--- src/rtl/shift_unit_arbiter_pkg.sv ---
// Shared constants for the shift unit arbiter: Sel codes, FSM encoding, default width.
package shift_unit_arbiter_pkg;

  localparam int WIDTH_DEF = 4;

  localparam logic [2:0] SEL_SHR3 = 3'b000;
  localparam logic [2:0] SEL_SHL2 = 3'b001;
  localparam logic [2:0] SEL_ROR1 = 3'b010;
  localparam logic [2:0] SEL_HOLD = 3'b011;
  localparam logic [2:0] SEL_CLR  = 3'b100;
  localparam logic [2:0] SEL_INV  = 3'b101;
  localparam logic [2:0] SEL_PASS = 3'b110;
  localparam logic [2:0] SEL_ROT2 = 3'b111;

  typedef enum logic [1:0] {
    ST_IDLE = 2'b00,
    ST_LOAD = 2'b01,
    ST_EXEC = 2'b10,
    ST_CAPT = 2'b11
  } state_t;

  function automatic logic [1:0] onehot2(input logic idx);
    return idx ? 2'b10 : 2'b01;
  endfunction

endpackage

--- src/rtl/shift_unit_arbiter_if.sv ---
// Requester and shift-unit signal bundle; slave side is the arbiter.
interface shift_unit_arbiter_if
  import shift_unit_arbiter_pkg::*;
#(
  parameter int WIDTH = WIDTH_DEF
);
  logic [1:0]       req;
  logic [WIDTH-1:0] data0;
  logic [2:0]       op0;
  logic [WIDTH-1:0] data1;
  logic [2:0]       op1;
  logic [1:0]       ack;
  logic [1:0]       done;
  logic [WIDTH-1:0] rdata;
  logic             busy;
  logic [WIDTH-1:0] sr_in;
  logic [2:0]       sr_sel;
  logic             sr_load;
  logic [WIDTH-1:0] sr_result;

  modport master (
    output req, data0, op0, data1, op1, sr_result,
    input  ack, done, rdata, busy, sr_in, sr_sel, sr_load
  );

  modport slave (
    input  req, data0, op0, data1, op1, sr_result,
    output ack, done, rdata, busy, sr_in, sr_sel, sr_load
  );
endinterface

--- src/rtl/shift_unit_arbiter_rr.sv ---
// Two-way round-robin grant; a tie goes to the requester not granted last time.
module rr_arbiter2 (
  input  logic       clk,
  input  logic       rst,
  input  logic [1:0] req_i,
  input  logic       take_i,
  output logic       gnt_o,
  output logic       valid_o
);
  logic last_q, last_d;

  // Grant decode and pointer update on an accepted grant.
  always_comb begin
    valid_o = |req_i;
    gnt_o   = 1'b0;
    case (req_i)
      2'b01:   gnt_o = 1'b0;
      2'b10:   gnt_o = 1'b1;
      2'b11:   gnt_o = ~last_q;
      default: gnt_o = 1'b0;
    endcase
    last_d = (take_i && valid_o) ? gnt_o : last_q;
  end

  // Pointer resets to 1 so requester 0 wins the first tie.
  always_ff @(posedge clk or posedge rst) begin
    if (rst) last_q <= 1'b1;
    else     last_q <= last_d;
  end
endmodule

--- src/rtl/shift_unit_arbiter.sv ---
// Arbitrates two requesters onto one shift unit: load, execute, capture, return.
//   state | meaning
//   IDLE  | waiting; grant decided here, rdata captured when a capture is pending
//   LOAD  | ack visible; schedules sr_load with latched operand
//   EXEC  | schedules sr_sel = latched op
//   CAPT  | schedules Sel back to idle and the result capture
// Unit-facing outputs are registered, so the unit sees each phase one cycle after the state.
module shift_unit_arbiter
  import shift_unit_arbiter_pkg::*;
#(
  parameter int         WIDTH    = WIDTH_DEF,
  parameter logic [2:0] IDLE_SEL = SEL_HOLD
) (
  input  logic               clk,
  input  logic               rst,
  shift_unit_arbiter_if.slave bus
);
  state_t           state_q, state_d;
  logic             gnt_q, gnt_d;
  logic [WIDTH-1:0] data_q, data_d;
  logic [2:0]       op_q, op_d;
  logic [1:0]       ack_q, ack_d;
  logic [1:0]       done_q, done_d;
  logic [WIDTH-1:0] rdata_q, rdata_d;
  logic [WIDTH-1:0] sr_in_q, sr_in_d;
  logic [2:0]       sr_sel_q, sr_sel_d;
  logic             sr_load_q, sr_load_d;
  logic             cap_q, cap_d;
  logic             arb_gnt, arb_valid, arb_take;

  assign arb_take = (state_q == ST_IDLE) && arb_valid;

  rr_arbiter2 u_arb (
    .clk     (clk),
    .rst     (rst),
    .req_i   (bus.req),
    .take_i  (arb_take),
    .gnt_o   (arb_gnt),
    .valid_o (arb_valid)
  );

  // Next state and next values of every registered output.
  always_comb begin
    state_d   = state_q;
    gnt_d     = gnt_q;
    data_d    = data_q;
    op_d      = op_q;
    ack_d     = 2'b00;
    done_d    = 2'b00;
    rdata_d   = rdata_q;
    sr_in_d   = sr_in_q;
    sr_sel_d  = IDLE_SEL;
    sr_load_d = 1'b0;
    cap_d     = 1'b0;
    case (state_q)
      ST_IDLE: begin
        if (arb_valid) begin
          gnt_d   = arb_gnt;
          data_d  = arb_gnt ? bus.data1 : bus.data0;
          op_d    = arb_gnt ? bus.op1 : bus.op0;
          ack_d   = onehot2(arb_gnt);
          state_d = ST_LOAD;
        end
      end
      ST_LOAD: begin
        sr_load_d = 1'b1;
        sr_in_d   = data_q;
        state_d   = ST_EXEC;
      end
      ST_EXEC: begin
        sr_sel_d = op_q;
        state_d  = ST_CAPT;
      end
      ST_CAPT: begin
        cap_d   = 1'b1;
        state_d = ST_IDLE;
      end
      default: state_d = ST_IDLE;
    endcase
    // gnt_q still names the finishing requester even if a new grant lands this cycle.
    if (cap_q) begin
      rdata_d = bus.sr_result;
      done_d  = onehot2(gnt_q);
    end
  end

  // State and output registers; reset drops any in-flight op without a done.
  always_ff @(posedge clk or posedge rst) begin
    if (rst) begin
      state_q   <= ST_IDLE;
      gnt_q     <= 1'b0;
      data_q    <= '0;
      op_q      <= 3'b000;
      ack_q     <= 2'b00;
      done_q    <= 2'b00;
      rdata_q   <= '0;
      sr_in_q   <= '0;
      sr_sel_q  <= IDLE_SEL;
      sr_load_q <= 1'b0;
      cap_q     <= 1'b0;
    end else begin
      state_q   <= state_d;
      gnt_q     <= gnt_d;
      data_q    <= data_d;
      op_q      <= op_d;
      ack_q     <= ack_d;
      done_q    <= done_d;
      rdata_q   <= rdata_d;
      sr_in_q   <= sr_in_d;
      sr_sel_q  <= sr_sel_d;
      sr_load_q <= sr_load_d;
      cap_q     <= cap_d;
    end
  end

  assign bus.ack     = ack_q;
  assign bus.done    = done_q;
  assign bus.rdata   = rdata_q;
  assign bus.busy    = (state_q != ST_IDLE);
  assign bus.sr_in   = sr_in_q;
  assign bus.sr_sel  = sr_sel_q;
  assign bus.sr_load = sr_load_q;
endmodule

--- src/flat_wrapper.sv ---
// flat-port wrapper written by rule: the top's interface ports become plain ports
module shift_unit_arbiter_flat import shift_unit_arbiter_pkg::*;
#(
  parameter int         WIDTH    = WIDTH_DEF,
  parameter logic [2:0] IDLE_SEL = SEL_HOLD
)
  (clk, rst, bus_req, bus_data0, bus_op0, bus_data1, bus_op1, bus_sr_result, bus_ack, bus_done, bus_rdata, bus_busy, bus_sr_in, bus_sr_sel, bus_sr_load);
  shift_unit_arbiter_if #(.WIDTH(WIDTH)) bus_i ();
  input  logic clk;
  input  logic rst;
  input wire logic [$bits(bus_i.req)-1:0] bus_req;
  input wire logic [$bits(bus_i.data0)-1:0] bus_data0;
  input wire logic [$bits(bus_i.op0)-1:0] bus_op0;
  input wire logic [$bits(bus_i.data1)-1:0] bus_data1;
  input wire logic [$bits(bus_i.op1)-1:0] bus_op1;
  input wire logic [$bits(bus_i.sr_result)-1:0] bus_sr_result;
  output wire logic [$bits(bus_i.ack)-1:0] bus_ack;
  output wire logic [$bits(bus_i.done)-1:0] bus_done;
  output wire logic [$bits(bus_i.rdata)-1:0] bus_rdata;
  output wire logic [$bits(bus_i.busy)-1:0] bus_busy;
  output wire logic [$bits(bus_i.sr_in)-1:0] bus_sr_in;
  output wire logic [$bits(bus_i.sr_sel)-1:0] bus_sr_sel;
  output wire logic [$bits(bus_i.sr_load)-1:0] bus_sr_load;
  assign bus_i.req = bus_req;
  assign bus_i.data0 = bus_data0;
  assign bus_i.op0 = bus_op0;
  assign bus_i.data1 = bus_data1;
  assign bus_i.op1 = bus_op1;
  assign bus_i.sr_result = bus_sr_result;
  assign bus_ack = bus_i.ack;
  assign bus_done = bus_i.done;
  assign bus_rdata = bus_i.rdata;
  assign bus_busy = bus_i.busy;
  assign bus_sr_in = bus_i.sr_in;
  assign bus_sr_sel = bus_i.sr_sel;
  assign bus_sr_load = bus_i.sr_load;
  shift_unit_arbiter #(.WIDTH(WIDTH), .IDLE_SEL(IDLE_SEL)) u_core (.clk(clk), .rst(rst), .bus(bus_i));
endmodule
--- config.mk ---
export PLATFORM = sky130hd
export DESIGN_NAME = shift_unit_arbiter_flat
export DESIGN_NICKNAME = d
export VERILOG_FILES = /design/src/rtl/shift_unit_arbiter_pkg.sv /design/src/rtl/shift_unit_arbiter_if.sv /design/src/rtl/shift_unit_arbiter_rr.sv /design/src/rtl/shift_unit_arbiter.sv /design/src/flat_wrapper.sv
export SDC_FILE = /design/constraint.sdc
export NUM_CORES = 1
export LEC_CHECK = 0
export CORE_MARGIN = 2
export CORE_UTILIZATION = 59
export DETAILED_ROUTE_END_ITERATION = 16
export DONT_BUFFER_PORTS = 1
export PLACE_DENSITY = 0.75
export SLEW_MARGIN = 20
export SYNTH_ARGS = -nofsm -noshare
export SYNTH_HDL_FRONTEND = slang
export SYNTH_SLANG_ARGS = --single-unit
--- constraint.sdc ---
create_clock -name clk -period 1.79 [get_ports clk]
set_clock_uncertainty 0.15 [all_clocks]
set_input_delay 0.358 -clock clk [delete_from_list [all_inputs] [get_ports clk]]
set_output_delay 0.358 -clock clk [all_outputs]
set_load 0.005 [all_outputs]
Yosys cells after proc, flatten, opt, wreduce, memory -nomap -nowiden

Index checks and enable logic that the tools add are counted.
Widths: inputs -> output; s select.

ROM bits: 0
Memory bits (writable): 0
Bits of input ports: 22
Bits in registers: 28
Latch bits: 0
Memories: 0
Output and inout port bits: 17
Word-level logic and storage cells: 38

Multiply operators: 0
Div/mod/pow operators: 0
Equal/unequal tests: 6
Reduce and logical (&&, ||, !) cells: 6
Bitwise operators: 1
$add $sub $neg: 0
Mux-type cells: 13
Shift operators: 0
Magnitude comparators: 0

Operators by type and width:

| cell               | count |
|---|---|
| $mux 2             | 6 |
| $eq 2x2->1 const B | 4 |
| $pmux 2 s4         | 1 |
| $mux 3             | 2 |
| $mux 4             | 1 |
| $eq 2x1->1 const B | 1 |
| $logic_and 1x1->1  | 2 |
| $logic_not 2->1    | 1 |
| $mux 1             | 2 |
| $ne 2x1->1 const B | 1 |
| $pmux 1 s2         | 1 |
| $reduce_and 2->1   | 1 |
| $reduce_bool 2->1  | 1 |
| $reduce_or 2->1    | 1 |
| $not 1->1          | 1 |

Depth between registers and ports, before layout

Depth after elaboration: 5
Mapped depth: 7
Gate-level depth less buffers: 5

Hierarchy

A second synthesis with hierarchy kept.

Cell total of the unflattened synthesis: 91
Area, all modules: 1181.1 µm²

By module, submodules not included:

| module             | area an instance (µm²) | cells an instance | instances | sequential area each (µm²) |
|---|---|---|---|---|
| shift_unit_arbiter | 1126.1                 | 85                | 1         | 678.2 |
| rr_arbiter2        | 55.1                   | 6                 | 1         | 26.3 |

Worst setup path after synthesis

No wires, ideal clock.

Kind: register to register
Start point: register u_core.state_q[0]
End point: register u_core.state_q[1]
Slack: 0.164 ns
Required time: 1.515 ns
Setup time: 0.125 ns
Data arrival time: 1.351 ns
Cell stages (with the launch flop): 7
Cells stage by stage: dfrtp_1 -> inv_1 -> ha_1 -> buf_4 -> inv_1 -> or3_1 -> mux2_2

Cells in the longest elaborated chain, start to end: 2
Elaborated cells between the ends (all ways): 6
Classes of those cells: eq/ne: 4; mux: 1; reduce/logical: 1

Ends and longest elaborated chain:

| what                                     | line                      | text |
|---|---|---|
| start, declared                          | shift_unit_arbiter.sv:18  | `state_t state_q, state_d;` |
| start signal, assigned                   | shift_unit_arbiter.sv:102 | `state_q <= state_d;` |
| $eq 2x2->1, or another cell as far along | shift_unit_arbiter.sv:55  | `case (state_q)` |
| $pmux 2 s4 or $ne 2x1->1 (tied branches) | --                        |  |

Several ways; a longest one is shown, not always the timed one.
A chain may end at the register's enable or synchronous reset.

Worst setup path in the final report

Start point: register u_core.state_q[1]
End point: output bus_busy

Cells in the longest elaborated chain, start to end: 1

Ends and longest elaborated chain:

| what              | line                      | text |
|---|---|---|
| $reduce_bool 2->1 | shift_unit_arbiter.sv:119 | `assign bus.busy = (state_q != ST_IDLE);` |
| end, declared     | flat_wrapper.sv:20        | `output wire logic [$bits(bus_i.busy)-1:0] bus_busy;` |

No other way between the ends.

==> key figures <==
Critical path
  – Slowest CP cell: dfrtp_1
  – Crit path largest cell delay: 410 ps
  – Crit. End Element: output port
  – Reg2reg start: u_core.state_q[1]
  – WP buf/inv: 3
  – Most used cell, CP: inv_1
  – Crit path DAT: 1200 ps
  – Reg2Reg Setup Slack: 210 ps
  – Critical path fanouts, max: 7
  – Crit start category: register
  – R2R depth: 5
  – R2r endpoint: u_core.state_q[1]
  – CP Cell Sequence: inv_1 -> ha_4 -> inv_1 -> buf_4
  – Critical path type: reg -> out
  – Worst Path Required: 1280 ps
  – Worst path top cell family by delay: flip-flops

Synthesis
  – Post-Syn Area: 1120 sq um
  – Proportion of netlist area held by the largest area contributor: 55.7%
  – Post-synthesis sequential area ratio: 62.7%
  – Syn_nets: 109
  – Cell type with the largest total area after synthesis: dfrtp_1
  – Number of flops mapped to enable cells by yosys: 0
  – Synth unique cells: 23
  – Synth Warn #: 0
  – Most frequent cell after synthesis: dfrtp_1
  – Main area contributors after synthesis: dfrtp_1, mux2_2, dfstp_2, ha_1, mux2i_1
  – Synthesis-stage register bit count: 28
  – Most common flop cell mapped by yosys: dfrtp_1
  – Share of synthesized registers carrying an async set or reset: 100%
  – Synth top cells by count: dfrtp_1, mux2_2, a21oi_1
  – Syn_area_per_cell: 13.5 sq um
  – Mapped Cells: 83

Global route
  – First-pass GRT wire length: 2.64 mm
  – Tot GR Track Use: 17.4%
  – Remaining Overflow, GRT: 0
  – Vias in the first global route: 598
  – Largest net degree at the start of global routing: 18
  – Initial antenna violation count: 0

Power
  – Peak VDD IR: 0.000955 V
  – Sequential Power Share: 53.1%
  – P per Cell Area: 1670 nW/um^2
  – Clock network power share: 14.0%
  – Switch Pwr: 0.000684 W
  – P_int: 0.00148 W
  – Sw frac: 31.6%
  – Combinational power share: 32.9%
  – Leak pwr: 0.585 nW

Detailed routing
  – Post-DR vias/cell: 5.53
  – Antenna Violating Nets Remaining: 0
  – Drt wl/cell: 14.8 um
  – Drt first-iter violations: 11
  – Routed Wire Length: 1.78 mm
  – Pre-antenna DRT Iters: 4
  – Via count: 663
  – # DRC: 0

Floorplanning
  – Ports: 39
  – Initial Util: 63.7%
  – Height of the die: 47.6 um
  – Core area: 1760 sq um
  – Row cnt: 15
  – Die Width: 47.6 um
  – Die Area: 2270 sq um

Timing
  – RSZ-0062 raised after global routing: no
  – Fmax: 584 MHz
  – Final setup viols: 0
  – Fin. Hold Viols: 0
  – Pins over their slew limit: 0
  – Crit share post-route: 95.6%
  – Worst-Margin Slew: 505 ps
  – Fin crit period: 1710 ps
  – Relative slew slack: 65.9%
  – Fin Setup TNS: 0 ps
  – PnR worst setup slack: 78.3 ps

Place
  – Detailed Place HPWL: 1.31 mm
  – RePlAce Congestion: 0.744
  – I/O Buffers: 0
  – Total placed instance area: 1180 sq um
  – Pre-CTS WS: 114 ps

Clocking
  – CTS tree: built
  – Longest Clk Path Bufs: 2
  – Clock Pin Slew Worst Setup and Hold Paths: 140 ps
  – CTS Sinks: 28
  – Clock latency on the worst-skew pair: 320 ps
  – CTS H-Tree Depth: 1
  – Clock Tree Root: clkbuf_4
  – CTS buffer count: 3

Flow run
  – MaxCap Viol Count: 0

Final layout
  – Nets: 122
  – Finished Cell Area: 1290 sq um
  – Area growth syn-to-layout: 15.0%
  – Share of cells above drive strength 1: 26.3%
  – Ant diodes: 0

Worst hold path
  – Hold Startpoint: bus_req[1]
  – Hold WC Path Type: in -> reg
  – Hold path cells: 2
  – WHS Endpoint: u_core.u_arb.last_q

Outcome
  – Run status: finished clean
## per-stage QoR
stage,utilization [%],instances,power [W],hold slack (ps)
floorplan,-,83,0.00164,267
global placement,66.8,109,0.00177,122
detailed placement,66.8,109,0.00182,127
CTS,71.0,117,0.00215,15.9
global route,73.3,120,0.00234,4.25
finish,73.3,120,0.00216,26.2
## layout make-up
type / instances / area (sq um)
clock buffer: 4 / 36.3
fill: 132 / 472
inverter: 4 / 15.0
multi-input combinational: 49 / 405
sequential: 28 / 704
tap: 25 / 31.3
timing repair buffer: 10 / 100
## sequential cells by signal, indices dropped and copies added (netlist names)
signal / flops
u_core.bus.ack: 2
u_core.bus.done: 2
u_core.bus.rdata: 4
u_core.bus.sr_in: 4
u_core.bus.sr_load: 1
u_core.bus.sr_sel: 3
u_core.cap_q: 1
u_core.data_q: 4
u_core.gnt_q: 1
u_core.op_q: 3
u_core.state_q: 2
u_core.u_arb.last_q: 1
## cell usage in the layout, fill, tap and decap left out, drive strengths merged, types with 2 or more instances in the layout
cell type    netlist  routed
nand2b             2       2
buf                1       5
mux2               9       9
nor2               7       7
mux2i              5       5
dlygate4sd3        0       5
dfstp              3       3
inv                4       4
and2               3       3
clkbuf             1       4
ha                 4       4
and3               2       2
a21oi              7       7
dfrtp             25      25
a221o              2       2
## routing by layer
| layer | routed length, um | up-vias | part of all wire (%) | GRT usage, % |
|---|---|---|---|---|
| li1 | - | 311 | - | - |
| met1 | 746 | 314 | 42 | 21.1 |
| met2 | 876 | 34 | 49 | 29.5 |
| met3 | 133 | 4 | 7.5 | 4.53 |
| met4 | 20 | 0 | 1.1 | 7.03 |
| met5 | 0 | - | 0 | 0 |
## worst register-to-register path, stage by stage (launching register included)
cell     delay (ps)
dfrtp_1         410
inv_1           120
ha_4            170
inv_1            50
or3_1           310
mux2_2          270
## logic make-up (layout without fill, tap and decap cells)
group	count (synthesis)	after routing	share of synthesized area [%]
DFF	28	28	62.7
and+or+nand+nor	17	17	8.02
AOI/OAI and AO/OA	14	14	9.02
muxes	14	14	13.5
buffers and inverters	6	18	2.34
adders and majority gates	4	4	4.45
## power groups by stage
stage / registers [W] / logic [W] / clock network (W)
global placement: 0.00116 / 0.000606 / 0
global route: 0.00120 / 0.000802 / 0.000340
floorplan: 0.00112 / 0.000518 / 0
finish: 0.00115 / 0.000713 / 0.000302
CTS: 0.00115 / 0.000692 / 0.000305
detailed placement: 0.00118 / 0.000635 / 0
## worst max path at each step
stage / from / end / slack, ps / cells past startpoint
CTS: u_core.state_q[1] / bus_busy / 30 / 4
floorplan: u_core.state_q[0] / u_core.state_q[1] / 160 / 6
finish: u_core.state_q[1] / bus_busy / 80 / 4
global placement: u_core.state_q[0] / u_core.state_q[1] / 160 / 5
detailed placement: u_core.state_q[1] / u_core.state_q[1] / 110 / 5
global route: u_core.state_q[0] / bus_busy / 7 / 4
## repair_timing
action                     CTS  global route
hold buffers                 2             3
resized for setup            1             1
setup endpoints to repair    1             1
hold endpoints to repair    10             3
buffers inserted             2             0
Note: power is estimated with default switching activity, not from simulation.
